**src/rtl/bcd_scan_display_pkg.sv**
```systemverilog
// Shared seven-segment pattern constants and scan FSM encodings.
// Patterns are {g,f,e,d,c,b,a}, active-high.
package bcd_scan_display_pkg;

    localparam logic [6:0] SEG_0     = 7'h3F;
    localparam logic [6:0] SEG_1     = 7'h06;
    localparam logic [6:0] SEG_2     = 7'h5B;
    localparam logic [6:0] SEG_3     = 7'h4F;
    localparam logic [6:0] SEG_4     = 7'h66;
    localparam logic [6:0] SEG_5     = 7'h6D;
    localparam logic [6:0] SEG_6     = 7'h7D;
    localparam logic [6:0] SEG_7     = 7'h07;
    localparam logic [6:0] SEG_8     = 7'h7F;
    localparam logic [6:0] SEG_9     = 7'h6F;
    localparam logic [6:0] SEG_DASH  = 7'h40;
    localparam logic [6:0] SEG_BLANK = 7'h00;

    typedef enum logic [1:0] {
        ST_LOAD = 2'd0,
        ST_SHOW = 2'd1,
        ST_GAP  = 2'd2
    } scan_state_t;

    // Counter width that holds 0..max(a,b,2)-1 without wrapping.
    function automatic int dwell_width(input int a, input int b);
        int m;
        m = (a > b) ? a : b;
        if (m < 2) m = 2;
        return $clog2(m);
    endfunction

endpackage

```
**src/rtl/bcd_scan_display_seg7.sv**
```systemverilog
// BCD to seven-segment decoder, purely combinational; codes 10..15 show a dash.
module bcd_to_seg7
    import bcd_scan_display_pkg::*;
(
    input  logic [3:0] bcd,
    output logic [6:0] seg
);

    always_comb begin
        seg = SEG_DASH;
        case (bcd)
            4'd0:    seg = SEG_0;
            4'd1:    seg = SEG_1;
            4'd2:    seg = SEG_2;
            4'd3:    seg = SEG_3;
            4'd4:    seg = SEG_4;
            4'd5:    seg = SEG_5;
            4'd6:    seg = SEG_6;
            4'd7:    seg = SEG_7;
            4'd8:    seg = SEG_8;
            4'd9:    seg = SEG_9;
            default: seg = SEG_DASH;
        endcase
    end

endmodule

```
**src/rtl/bcd_scan_display.sv**
```systemverilog
// Four-digit multiplexed 7-segment scanner with inter-digit blanking gap and
// optional leading-zero suppression; frame = 1 + 4*(SCAN_DIV+BLANK_CLKS) clocks.
module bcd_scan_display
    import bcd_scan_display_pkg::*;
#(
    parameter int SCAN_DIV   = 1000,
    parameter int BLANK_CLKS = 16
) (
    input  logic        sys_clk,
    input  logic        sys_reset,
    input  logic [15:0] digits,
    input  logic        blank_zeros,
    output logic [6:0]  seg,
    output logic [3:0]  digit_en,
    output logic        frame_tick
);

    localparam int CW = dwell_width(SCAN_DIV, BLANK_CLKS);

    // state names the slot being entered on the next edge; outputs for that
    // slot are registered on the same edge.
    scan_state_t   state;
    logic [1:0]    idx;
    logic [CW-1:0] cnt;
    logic [15:0]   snapshot;
    logic          blank_en;

    logic [3:0]    cur_digit;
    logic [6:0]    cur_seg;
    logic [3:0]    nz;
    logic [3:0]    lead_blank;
    logic          cur_blanked;
    logic          last_show;
    logic          last_gap;

    assign cur_digit = snapshot[{idx, 2'b00} +: 4];

    bcd_to_seg7 u_dec (
        .bcd (cur_digit),
        .seg (cur_seg)
    );

    // Invalid codes are nonzero, so they stop blanking like any other digit.
    always_comb begin
        for (int i = 0; i < 4; i++) nz[i] = |snapshot[i*4 +: 4];
        lead_blank[3] = ~nz[3];
        lead_blank[2] = ~nz[3] & ~nz[2];
        lead_blank[1] = ~nz[3] & ~nz[2] & ~nz[1];
        lead_blank[0] = 1'b0;
    end

    assign cur_blanked = blank_en & lead_blank[idx];
    assign last_show   = (cnt == CW'(SCAN_DIV - 1));
    assign last_gap    = (cnt == CW'(BLANK_CLKS - 1));

    always_ff @(posedge sys_clk or posedge sys_reset) begin
        if (sys_reset) begin
            state      <= ST_LOAD;
            idx        <= 2'd0;
            cnt        <= '0;
            snapshot   <= 16'h0000;
            blank_en   <= 1'b0;
            seg        <= SEG_BLANK;
            digit_en   <= 4'b0000;
            frame_tick <= 1'b0;
        end else begin
            seg        <= SEG_BLANK;
            digit_en   <= 4'b0000;
            frame_tick <= 1'b0;
            case (state)
                ST_LOAD: begin
                    snapshot   <= digits;
                    blank_en   <= blank_zeros;
                    idx        <= 2'd0;
                    cnt        <= '0;
                    frame_tick <= 1'b1;
                    state      <= ST_SHOW;
                end
                ST_SHOW: begin
                    if (!cur_blanked) begin
                        seg      <= cur_seg;
                        digit_en <= 4'b0001 << idx;
                    end
                    if (last_show) begin
                        cnt <= '0;
                        if (BLANK_CLKS > 0) begin
                            state <= ST_GAP;
                        end else if (idx == 2'd3) begin
                            state <= ST_LOAD;
                        end else begin
                            idx <= idx + 2'd1;
                        end
                    end else begin
                        cnt <= cnt + CW'(1);
                    end
                end
                ST_GAP: begin
                    if (last_gap) begin
                        cnt <= '0;
                        if (idx == 2'd3) begin
                            state <= ST_LOAD;
                        end else begin
                            idx   <= idx + 2'd1;
                            state <= ST_SHOW;
                        end
                    end else begin
                        cnt <= cnt + CW'(1);
                    end
                end
                default: state <= ST_LOAD;
            endcase
        end
    end

endmodule

```
**config.mk**
```make
export PLATFORM = sky130hd
export DESIGN_NAME = bcd_scan_display
export DESIGN_NICKNAME = d
export VERILOG_FILES = /design/src/rtl/bcd_scan_display_pkg.sv /design/src/rtl/bcd_scan_display_seg7.sv /design/src/rtl/bcd_scan_display.sv
export SDC_FILE = /design/constraint.sdc
export NUM_CORES = 1
export LEC_CHECK = 0
export ABC_AREA = 1
export CAP_MARGIN = 40
export CORE_MARGIN = 3
export CORE_UTILIZATION = 35
export CTS_BUF_LIST = sky130_fd_sc_hd__clkbuf_4 sky130_fd_sc_hd__clkbuf_8
export DETAILED_ROUTE_END_ITERATION = 12
export PLACE_DENSITY_LB_ADDON = 0.1
export SLEW_MARGIN = 20
export SYNTH_ARGS = -nofsm -noshare
export SYNTH_HDL_FRONTEND = slang
export SYNTH_SLANG_ARGS = --single-unit
```
**constraint.sdc**
```tcl
create_clock -name sys_clk -period 1.88 [get_ports sys_clk]
set_clock_uncertainty 0.2 [all_clocks]
set_input_delay 0.47 -clock sys_clk [delete_from_list [all_inputs] [get_ports sys_clk]]
set_output_delay 0.47 -clock sys_clk [all_outputs]
set_load 0.005 [all_outputs]
```
==> summary.md <==
| Metric | Value |
|---|---|
| Status | `completed` |
| I/O pins | `31` |
| Crit Path Class | `reg -> out` |
| Clock power share | `34.3%` |
| Worst Setup End Kind | `output port` |
| # hold bufs at CTS | `0` |
| Clock sinks | `43` |
| Port Buffers | `30` |
| Detail Route Antenna Nets | `0` |
| Die Height | `87.0 µm` |
| Share of cells above drive strength 1 | `13.9%` |
| Yosys warns | `0` |
| Cells after synthesis | `293` |
| Routed WL | `approximately 4.6 mm` |
| CTS Buf Count | `5` |
| Setup Viol. Count Final | `0` |
| Area growth syn-to-layout | `26.1%` |
| Hold_sp | `blank_en` |
| Critical path's slowest cell | `clkdlybuf4s50_1` |
| Slew Limit Fails | `0` |
| Switch Pwr | `0.000404 W` |
| Most frequent cells in the layout | `nand2_1 (84), dfrtp_1 (42), inv_1 (35), clkdlybuf4s50_1 (30), nor2_1 (29)` |
| Core ar. | `6130 µm²` |
| Register share of total power | `56.4%` |
| Pint | `0.00132 W` |
| Routed length per instance | `about 11 µm` |
| Post-route worst setup slack | `0.0846 ns` |
| Slew headroom | `77.5%` |
| Worst-path fanout max | `1` |
| DR vias/cell | `4.48` |
| Max VDD drop | `~0.28 mV` |
| DPL Wire Length | `3.47 mm` |
| Clk slew on worst S/H paths | `0.08 ns` |
| # rows | `28` |
| Setup TNS | `0 ns` |
| Level count of the clock H-tree | `2` |
| WP data arrival | `1.13 ns` |
| Grt ovf | `0` |
| Avg Inst Size Synth | `7.84 µm²` |
| Total GRT Usage | `13.6%` |
| #FFs+latches synth | `43` |
| Clock root buffer master | `clkbuf_8` |
| First-pass GRT wire length | `about 8.1 mm` |
| Worst hold slack | `~0.3 ns` |
| Critical path, cell by cell | `clkdlybuf4s50_1` |
| Cell Area, Synth | `2300 µm²` |
| Max Clk Rate | `557 MHz` |
| Fill cells | `625` |
| P_leak | `between 1 and 1.5 nW` |
| RSZ-0062 raised after global routing | `no` |
| Worst slew pin tran | `0.337 ns` |
| Layout Nets | `370` |
| Critical Path Source | `digit_en[3]` |
| Power Density | `593 nW/µm²` |
| RePlAce Congestion | `0.833` |
| Clock latency on the worst-skew pair | `approximately 0.3 ns` |
| Ant diodes | `0` |
| Initial antenna violation count | `0` |
| Max-cap violations | `0` |
| Effective utilization at floorplan | `37.5%` |
| FF-to-FF Start | `idx[0]` |
| CTS max path bufs | `2` |
| CP Launch Type | `flip-flop` |
| Pre-CTS setup slack | `between 0.06 and 0.07 ns` |
| Seq/Total Area, Yosys | `46.8%` |
| Fin crit period | `1.80 ns` |
| Vias | `between 1.5k and 2k` |
| Switch share | `23.5%` |
| Crit-path leading delay family | `buffers and inverters` |
| Die Span X | `87.0 µm` |
| Comb power frac | `9.3%` |
| Fin crit share | `a little over nine tenths` |
| CTS tree | `built` |
| Largest net degree at the start of global routing | `44` |
| Mapped Nets | `~330` |
| Critical Path Max Stage Delay | `0.49 ns` |
| CP Buf/Inv Count | `1` |
| Commonest non-fill, non-tap cell in the layout | `nand2_1` |
| Die ar. | `7580 µm²` |
| Vias in the first global route | `1755` |
| Req. time, crit path | `1.21 ns` |
| Drt drc | `0` |
| Synth cell types | `22` |
| DRT iter0 DRCs | `61` |
| Drt pass-1 iters | `4` |
| Final Hold Fails | `0` |
| Hold WC Path Type | `reg -> reg` |
-- logic make-up (layout without fill, tap and decap cells) --
family / Yosys count / count (layout) / share of synthesized area (%)
DFF: 43 / 43 / 46.8
adders and majority gates: 14 / 14 / 7.62
xor gates and xnor gates: 2 / 2 / 0.762
AOI/OAI and AO/OA: 40 / 40 / 9.25
buffers and inverters: 49 / 94 / 8.76
and+or+nand+nor: 145 / 145 / 26.8
-- synth_stat cells --
library cell  instances  area [µm²]
a32oi_1               1        8.76
clkbuf_1              3        11.3
nand2_1              85         319
inv_1                38         143
buf_2                 2        10.0
nand2_2               6        37.5
nand3_1              14        70.1
nand3_2               3        30.0
o21ai_2               1        8.76
o211ai_1              1        7.51
a21oi_1              10        50.1
buf_6                 2        22.5
ha_1                 14         175
o21ai_1               2        10.0
nand2_4               1        11.3
o21ai_0              24         120
dfrtp_1              43        1080
xor2_1                2        17.5
inv_2                 4        15.0
nand4_1               5        31.3
nor2_1               31         116
o21bai_1              1        7.51
-- metal layers --
layer  routed length (µm)  vias up  GRT usage [%]  share of wire [%]
li1                     -     1000              -                  -
met4                   43        0           4.67               0.93
met5                    0        -              0                  0
met1                 2380      809           19.0                 51
met3                  229        4           3.03                4.9
met2                 2000       37           20.7                 43
-- stage by stage --
stage          utilization [%]  cell area [µm²]  total power [W]  instances
6_report                  47.3             2900          0.00172        413
5_1_grt                   47.3             2900          0.00181        413
2_1_floorplan                -             2310          0.00105        293
3_5_place_dp              44.9             2750          0.00115        402
3_3_place_gp              44.9             2750          0.00114        402
4_1_cts                   46.3             2840          0.00175        410
-- power groups by stage --
stage                     registers [W]  logic (W)  clock network (W)
final                          0.000969   0.000160           0.000590
after floorplan                0.000986  0.0000689                  0
after global placement         0.000988   0.000156                  0
after global routing           0.000973   0.000185           0.000652
after detailed placement       0.000988   0.000157                  0
after CTS                      0.000970   0.000157           0.000624
-- final timing paths --
kind                               endpoint  slack [ns]  cells after the start
worst max-delay path            digit_en[3]        0.08                      1
worst min-delay path               blank_en        0.30                      2
worst max register to register       seg[3]        0.11                      9
worst min register to register     blank_en        0.30                      2
max in group asynchronous            idx[0]        0.93                      3
min in group asynchronous       digit_en[1]        0.33                      3
-- final cells by class --
type / instances / area, µm² / share of cell area (%)
repair buffers: 44 / 422 / 14.5
inverters: 42 / 160 / 5.52
flip-flops and latches: 43 / 1080 / 37.2
clock inverters: 2 / 12.5 / 0.432
clock buffers: 6 / 76.3 / 2.63
well taps: 75 / 93.8 / 3.24
multi-input cells: 201 / 1060 / 36.5
-- state kept, by name, indices dropped and copies added (netlist names) --
| signal | flops |
|---|---|
| frame_tick | 1 |
| cnt | 10 |
| blank_en | 1 |
| seg | 7 |
| snapshot | 16 |
| idx | 2 |
| digit_en | 4 |
| state | 2 |
-- worst reg2reg max path: cells and delay by family (launching register included) --
| kind | cells | cell delay, ns |
|---|---|---|
| compound gates | 1 | 0.24 |
| fa+ha+maj | 1 | 0.29 |
| buf+inv | 3 | 0.20 |
| flops | 1 | 0.48 |
| simple gates | 4 | 0.26 |
-- timing repair --
action / 4_1_cts / 5_1_grt
gates resized for setup: 0 / 13
setup buffers: 0 / 3
setup endpoints to repair: 0 / 6
No activity file was read; power rests on OpenSTA's default activity.
